### src/rtl/reg_bank_write_decoder.sv
// reg_bank_write_decoder: 16 x WIDTH register bank written through two
// one-hot decoded write ports, with a dedicated PC load path into R15.
// Ports:
//   clk, reset_n            - rising-edge clock, synchronous active-low reset
//   we_a/wa_a/wd_a          - write port A (primary writeback, wins collisions)
//   we_b/wa_b/wd_b          - write port B (base-register writeback)
//   pc_ld/pc_next           - load R15 when no port writes R15 this cycle
//   R0..R15                 - registered register contents
//   dec_a/dec_b             - combinational one-hot decode of each write port
module reg_bank_write_decoder #(
  parameter int unsigned      WIDTH    = 32,
  parameter logic [WIDTH-1:0] PC_RESET = '0
) (
  input  logic             clk,
  input  logic             reset_n,
  input  logic             we_a,
  input  logic [3:0]       wa_a,
  input  logic [WIDTH-1:0] wd_a,
  input  logic             we_b,
  input  logic [3:0]       wa_b,
  input  logic [WIDTH-1:0] wd_b,
  input  logic             pc_ld,
  input  logic [WIDTH-1:0] pc_next,
  output logic [WIDTH-1:0] R0,
  output logic [WIDTH-1:0] R1,
  output logic [WIDTH-1:0] R2,
  output logic [WIDTH-1:0] R3,
  output logic [WIDTH-1:0] R4,
  output logic [WIDTH-1:0] R5,
  output logic [WIDTH-1:0] R6,
  output logic [WIDTH-1:0] R7,
  output logic [WIDTH-1:0] R8,
  output logic [WIDTH-1:0] R9,
  output logic [WIDTH-1:0] R10,
  output logic [WIDTH-1:0] R11,
  output logic [WIDTH-1:0] R12,
  output logic [WIDTH-1:0] R13,
  output logic [WIDTH-1:0] R14,
  output logic [WIDTH-1:0] R15,
  output logic [15:0]      dec_a,
  output logic [15:0]      dec_b
);

  localparam int unsigned NUM_REGS = 16;
  localparam int unsigned PC_IDX   = 15;

  logic [WIDTH-1:0] regs [NUM_REGS];

  // One-hot write decoders; forced to zero when the port is idle.
  always_comb begin
    dec_a = 16'h0000;
    dec_b = 16'h0000;
    if (we_a) dec_a = 16'(1) << wa_a;
    if (we_b) dec_b = 16'(1) << wa_b;
  end

  // Register bank: port A beats port B; on R15 both beat pc_ld.
  always_ff @(posedge clk) begin
    if (!reset_n) begin
      for (int i = 0; i < int'(PC_IDX); i++) regs[i] <= '0;
      regs[PC_IDX] <= PC_RESET;
    end else begin
      for (int i = 0; i < int'(PC_IDX); i++) begin
        if (dec_a[i])      regs[i] <= wd_a;
        else if (dec_b[i]) regs[i] <= wd_b;
      end
      if (dec_a[PC_IDX])      regs[PC_IDX] <= wd_a;
      else if (dec_b[PC_IDX]) regs[PC_IDX] <= wd_b;
      else if (pc_ld)         regs[PC_IDX] <= pc_next;
    end
  end

  // Parallel register view for the operand read muxes.
  assign R0  = regs[0];
  assign R1  = regs[1];
  assign R2  = regs[2];
  assign R3  = regs[3];
  assign R4  = regs[4];
  assign R5  = regs[5];
  assign R6  = regs[6];
  assign R7  = regs[7];
  assign R8  = regs[8];
  assign R9  = regs[9];
  assign R10 = regs[10];
  assign R11 = regs[11];
  assign R12 = regs[12];
  assign R13 = regs[13];
  assign R14 = regs[14];
  assign R15 = regs[15];

endmodule

### config.mk
export PLATFORM = sky130hd
export DESIGN_NAME = reg_bank_write_decoder
export DESIGN_NICKNAME = d
export VERILOG_FILES = /design/src/rtl/reg_bank_write_decoder.sv
export SDC_FILE = /design/constraint.sdc
export NUM_CORES = 1
export LEC_CHECK = 0
export BUFFER_PORTS_ARGS = -buffer_cell sky130_fd_sc_hd__buf_2
export CAP_MARGIN = 10
export CORE_AREA = 2 2 254 256
export DETAILED_ROUTE_END_ITERATION = 7
export DIE_AREA = 0 0 256 258
export PLACE_DENSITY = 0.63
export SLEW_MARGIN = 10
export SYNTH_ARGS = -nofsm -noshare
export SYNTH_HDL_FRONTEND = slang
export SYNTH_SLANG_ARGS = --single-unit
### constraint.sdc
create_clock -name clk -period 3.27 [get_ports clk]
set_input_delay 0.327 -clock clk [delete_from_list [all_inputs] [get_ports clk]]
set_output_delay 0.327 -clock clk [all_outputs]
set_load 0.01 [all_outputs]
==> results of run 1 <==
## routing by layer
| layer | GRT usage, % | vias up | share of wire (%) |
|---|---|---|---|
| met2 | 50.4 | 1637 | 47 |
| met4 | 12.8 | 6 | 4.5 |
| met1 | 40.8 | 9912 | 38 |
| met5 | 0 | - | 0.039 |
| li1 | - | 8580 | - |
| met3 | 6.91 | 270 | 11 |
## cell type report
class / instances / area [µm²] / share of cell area, %
Antenna cell: 1 / 2.50 / 0.00863
Clock buffer: 68 / 1470 / 5.06
Clock inverter: 31 / 234 / 0.807
Inverter: 2 / 15.0 / 0.0518
Multi-Input combinational cell: 1317 / 6930 / 23.9
Sequential cell: 512 / 15400 / 53.0
Tap cell: 855 / 1070 / 3.69
Timing Repair Buffer: 726 / 3890 / 13.4
## power groups by stage
stage / combinational, µW / clock, µW / sequential (µW)
2_1_floorplan: 596 / 0 / 8370
3_3_place_gp: 1990 / 0 / 8160
3_5_place_dp: 2020 / 0 / 8150
4_1_cts: 2020 / 6140 / 8020
5_1_grt: 2110 / 6390 / 8060
6_report: 2030 / 6120 / 8030
## logic make-up after synthesis
logic type	count (synthesis)	share of synthesized area, %
and+or+nand+nor	769	13.2
AOI/OAI and AO/OA	548	16.1
buffers and inverters	254	4.65
DFF	512	66.1
## worst max path at each step
stage / start / to / slack (ns) / cells past startpoint
floorplan: wa_b[2] / regs[1][224] / 0.72 / 4
global placement: wa_b[3] / regs[0][84] / 0.75 / 5
detailed placement: wa_b[3] / regs[0][86] / 0.71 / 5
CTS: wa_a[0] / dec_a[4] / 1.04 / 5
global route: wa_a[0] / dec_a[4] / 0.99 / 5
finish: wa_a[0] / dec_a[4] / 1.03 / 5
## placed cells by master (no fill, tap or decap), types with 11 or more instances in the layout
cell and n:
a2111oi_4 11, a21oi_1 118, a22o_1 32, a22oi_1 170, a311oi_1 32, buf_2 652, buf_4 68, clkbuf_1 11
clkbuf_16 57, clkinv_2 17, edfxtp_1 512, nand2_1 494, nor2_1 198, nor3_1 32, o21ai_0 151
## metrics by stage
| step | utilization (%) | power, µW | hold WS [ns] |
|---|---|---|---|
| 3_3_place_gp | 42.9 | 10100 | 0.736 |
| 2_1_floorplan | - | 8960 | 0.614 |
| 6_report | 45.5 | 16200 | 0.217 |
| 5_1_grt | 45.5 | 16600 | 0.187 |
| 4_1_cts | 45.5 | 16200 | 0.177 |
| 3_5_place_dp | 42.9 | 10200 | 0.735 |
## worst min-delay path: cells and delay by family
kind	cells	cell delay, ns
buffers and inverters	1	0.08
AO/OA/AOI/OAI	1	0.22
AND/OR/NAND/NOR	1	0.05
==> metrics.md, run 1 <==
| Metric | Value |
|---|---|
| Status | `finished, final reports clean` |
| Post-synth top cells | `edfxtp_1, nand2_1, nor2_1, clkbuf_1, a22oi_1` |
| Worst Setup Slack, final | `1.03 ns` |
| Worst-path maximum fanout | `33` |
| IO buf count | `652` |
| Vias in the first global route | `19400` |
| Rel. slew slack | `a little under a quarter` |
| Routed vias | `20400` |
| Final hold violation count | `0` |
| Core area | `0.0636 mm²` |
| Slew Limit Fails | `0` |
| Reg with most FFs | `regs` |
| CTS tree | `done` |
| Logic pwr share | `12.5%` |
| Count leader, synth | `edfxtp_1` |
| Final period util | `about 69%` |
| Dpl hpwl | `about 72 mm` |
| Num rows | `93` |
| Worst path bufs/invs | `3` |
| Asr flop ratio synth | `0%` |
| Final Setup Violations | `0` |
| Peak supply drop | `0.000374 V` |
| All-layer global routing usage | `approximately 31%` |
| Req. time, crit path | `2.94 ns` |
| Delay-heaviest family, CP | `buffers and inverters` |
| Sequential area share after synthesis | `66.1%` |
| DR iter-0 viols | `2952` |
| Clock Sinks | `512` |
| Global-route wire length before repair | `between 100 and 150 mm` |
| # fillers | `~6000` |
| Reg power frac | `between 40% and 50%` |
| Clock network fraction of total power | `a little under two fifths` |
| Initial antenna violation count | `7` |
| Sw frac | `27.2%` |
| Finished Cell Area | `about 0.029 mm²` |
| CTS max path bufs | `3` |
| Worst hold path stage count | `3` |
| P_int | `11800 µW` |
| CP Data Arrival Time | `~1.9 ns` |
| Worst Hold Class | `input pin to flip-flop` |
| FMAX | `around 450 MHz` |
| Crit Path Class | `input pin to output pin` |
| Worst slew pin tran | `1.15 ns` |
| Cell Pwr Density | `~560 mW/mm²` |
| Largest register FFs | `512` |
| Worst Hold Path EP | `regs[1][250]` |
| Die span in x | `about 260 µm` |
| TritonCTS buffer count | `54` |
| Worst Setup End Kind | `output pin` |
| Max Cap Viol | `0` |
| Post-route minimum period | `roughly 2.2 ns` |
| WL/cell | `30.3 µm` |
| Initial Util | `36.5%` |
| Post-synth EDFFs | `between 500 and 600` |
| FF+latch count, synth | `512` |
| Clk pin slew, worst setup/hold paths | `approximately 0.06 ns` |
| Layout cell share with drive strength beyond 1 | `roughly a third` |
| Post-Synthesis Cells | `approximately 2100` |
| Post-synth top area cell | `edfxtp_1` |
| Place WS | `slightly above 0.7 ns` |
| Post-synth top area share | `between 60% and 70%` |
| Synthesized area | `approximately 0.023 mm²` |
| Dominant cells by area after synthesis | `edfxtp_1, nand2_1, a22oi_1` |
| GR Overflow Total | `0` |
| Routed WL | `around 110 mm` |
| Die ar. | `around 0.066 mm²` |
| Pin count of the biggest net entering global routing | `approximately 150` |
| Hold_sp | `pc_next[26]` |
| Synth unique cells | `40` |
| # Post-CTS Setup Buffers | `0` |
| Unrepaired setup endpoints after global routing | `false` |
| Pre-antenna DRT Iters | `7` |
| Area growth from synthesis to layout | `24.7%` |
| Syn. warnings | `0` |
| Net Count, Synth | `2192` |
| Slowest-stage cell, CP | `or3b_2` |
| Top cell by count, worst path | `buf_2` |
| ANT nets after route | `0` |
| DR vias/cell | `5.81` |
| H-tree levels | `2` |
| Fin nets | `about 2700` |
| # DRC | `0` |
| DIE HEIGHT | `258 µm` |
| Io pins | `~650` |
| GPL Wtd Cong | `around 1.0` |
| Post-cts sizing count | `0` |
| CP peak stage delay | `about 0.56 ns` |
| Hold buffer count at cts | `0` |
| Leakage | `~0.011 µW` |
| Crit path cell chain | `buf_2 > or3b_2 > nor2_2 > buf_4 > buf_2` |
| Total placed cells including tap cells | `roughly 3400` |
| Switching pwr | `4400 µW` |
| Ys flop type | `edfxtp_1` |
| TNS Setup | `0 ns` |
| Top flop regs | `regs: 512 flops` |
| Syn Area/Cell | `approximately 11 µm²` |
| Cell Area, Placed | `around 0.027 mm²` |
| CP Launch Type | `input pin` |
| Layout Cells excl Fill | `~3500` |
| Clock Root Buffer | `clkbuf_16` |
Note: power is estimated with default switching activity, not from simulation.
==> run 2: changes to the inputs <==
--- a/config.mk
+++ b/config.mk
@@ -7,10 +7,10 @@
 export LEC_CHECK = 0
 export BUFFER_PORTS_ARGS = -buffer_cell sky130_fd_sc_hd__buf_2
 export CAP_MARGIN = 10
-export CORE_AREA = 2 2 254 256
+export CORE_AREA = 2 2 251 253
 export DETAILED_ROUTE_END_ITERATION = 7
-export DIE_AREA = 0 0 256 258
-export PLACE_DENSITY = 0.63
+export DIE_AREA = 0 0 253 255
+export PLACE_DENSITY = 0.66
 export SLEW_MARGIN = 10
 export SYNTH_ARGS = -nofsm -noshare
 export SYNTH_HDL_FRONTEND = slang
==> constraint.sdc (replaced) <==
create_clock -name clk -period 2.05 [get_ports clk]
set_input_delay 0.205 -clock clk [delete_from_list [all_inputs] [get_ports clk]]
set_output_delay 0.205 -clock clk [all_outputs]
set_load 0.01 [all_outputs]
==> metrics.md, run 2 (synthesis results as in run 1) <==
| Metric | Value |
|---|---|
| Status | `finished, final reports clean` |
| Unrepaired setup endpoints after global routing | `false` |
| Top flop regs | `regs: 512 flops` |
| # fillers | `5602 (-5.0%)` |
| Final hold violation count | `0 (unchanged)` |
| H-tree levels | `2 (unchanged)` |
| Rel. slew slack | `20.9% (-2.8 points)` |
| CTS max path bufs | `3 (unchanged)` |
| Io pins | `653 (unchanged)` |
| Core area | `0.0622 mm² (-2.3%)` |
| DIE HEIGHT | `255 µm (-1.2%)` |
| Post-cts sizing count | `0 (unchanged)` |
| Worst slew pin tran | `1.19 ns (+0.0416 ns)` |
| Flip-flop and latch area | `0.0154 mm² (unchanged)` |
| Clock Sinks | `512 (unchanged)` |
| Peak supply drop | `0.000591 V (+58%)` |
| Initial Util | `37.4% (+0.88 points)` |
| TritonCTS buffer count | `55 (+1.9%)` |
| Dpl hpwl | `71.8 mm (-0.59%)` |
| Pin count of the biggest net entering global routing | `135 (-9.4%)` |
| GPL Wtd Cong | `0.915 (-9.4%)` |
| Clk pin slew, worst setup/hold paths | `0.06 ns (about the same)` |
| Die span in x | `253 µm (-1.2%)` |
| Total placed cells including tap cells | `3406 (-0.18%)` |
| Layout cell share with drive strength beyond 1 | `33.5% (+1.3 points)` |
| Worst-path maximum fanout | `14 (-58%)` |
| Slew Limit Fails | `0 (unchanged)` |
| Worst Hold Class | `input pin to flip-flop` |
| Cell Pwr Density | `863 mW/mm² (+55%)` |
| IO buf count | `652 (unchanged)` |
| Most frequent cells in the layout | `buf_2, edfxtp_1, nand2_1, nor2_1, a22oi_1` |
| Req. time, crit path | `1.85 ns (-1.09 ns)` |
| Pre-antenna DRT Iters | `6 (-1)` |
| Layout Cells excl Fill | `3504 (-0.23%)` |
| Die ar. | `0.0645 mm² (-2.3%)` |
| Largest register FFs | `512 (unchanged)` |
| Vias in the first global route | `19600 (+1.3%)` |
| Crit Path Class | `input pin to output pin` |
| ANT nets after route | `0 (unchanged)` |
| GR Overflow Total | `0 (unchanged)` |
| Final period util | `between 90 and 100%` |
| Total power | `25800 µW (+60%)` |
| Final Setup Violations | `0 (unchanged)` |
| WL/cell | `29.5 µm (-2.6%)` |
| Routed WL | `103 mm (-2.9%)` |
| Fin nets | `2773 (+1.9%)` |
| # DRC | `0 (unchanged)` |
| Initial antenna violation count | `3 (-4)` |
| All-layer global routing usage | `30.8% (-0.38 points)` |
| Hold buffer count at cts | `0 (unchanged)` |
| DR iter-0 viols | `3151 (+6.7%)` |
| FMAX | `527 MHz` |
| Most common cell after layout, fill and taps aside | `buf_2` |
| CP Data Arrival Time | `1.69 ns (-0.23 ns)` |
| Global-route wire length before repair | `142 mm (-3.9%)` |
| Post-route minimum period | `around 1.9 ns` |
| # Post-CTS Setup Buffers | `0 (unchanged)` |
| Clock Root Buffer | `clkbuf_16` |
| Area growth from synthesis to layout | `28.8%` |
| DR vias/cell | `5.87 (+0.97%)` |
| Num rows | `92 (-1.1%)` |
| CTS tree | `done` |
| Leakage | `0.0114 µW (+4.0%)` |
| Max Cap Viol | `0 (unchanged)` |
| Reg with most FFs | `regs` |
| Worst Setup End Kind | `output pin` |
| Routed vias | `20600 (+0.74%)` |
| Multi-input gate area | `0.00695 mm² (+0.22%)` |
| CP Launch Type | `input pin` |
## run 2: changes by cell type in the layout (fill, tap and decap cells not counted)
cell      before  now
buf_12         6   57
buf_4         68   67
clkbuf_1      11   16
clkinv_2      17    7
clkinv_4       0    2
diode_2        1    2
nand2b_2       1    0
nand2b_4       0    1
nor2_1       198  197
nor2_2         5    6
or3_1          8    2
or3_2          6   12
## run 2: worst paths after layout
| kind | startpoint | to | slack, ns | cells after the start |
|---|---|---|---|---|
| max | wa_a[0] | dec_a[8] | 0.15 | 5 |
| min | pc_next[21] | regs[1][245] | 0.08 | 3 |
## run 2: cell type report
cell class / instances / share of cell area, %
well taps: 799 / 3.34
multi-input cells: 1317 / 23.2
diodes: 2 / 0.0167
inverters: 2 / 0.0502
repair buffers: 776 / 16.4
clock inverters: 23 / 0.673
flip-flops and latches: 512 / 51.4
clock buffers: 73 / 4.97
## run 2: per-stage QoR
step                      hold slack, ns  utilization (%)  TNS (ns)  area (µm²)  setup slack, ns
after floorplan                    0.492                -         0       23300           0.0618
after global placement             0.614             45.4    -0.752       28200          -0.0682
after detailed placement           0.613             45.4     -4.54       28200           -0.161
after CTS                         0.0677             48.2         0       29900            0.177
after global routing              0.0905             48.2         0       29900            0.128
final                             0.0842             48.2         0       29900            0.151
## run 2: routing by layer
| layer | track usage, % | part of all wire [%] | wire (µm) | vias to the layer above |
|---|---|---|---|---|
| li1 | - | - | - | 8680 |
| met1 | 38.5 | 35 | 36400 | 9789 |
| met2 | 50.0 | 47 | 48600 | 1782 |
| met3 | 7.66 | 12 | 12800 | 304 |
| met4 | 15.3 | 5.3 | 5520 | 0 |
| met5 | 0 | 0 | 0 | - |
## run 2: critical path, cell delays in order
cell and delay [ns]:
buf_2 0.15, or3b_2 0.60, nor2_2 0.23, buf_4 0.29
buf_2 0.21
## run 2: power breakdown
part | internal [µW] | switching, µW | leakage (µW) | total [µW]
registers | 12400 | 332 | 0.00499 | 12800
logic | 1030 | 2350 | 0.00562 | 3370
clock network | 5450 | 4230 | 0.000820 | 9680
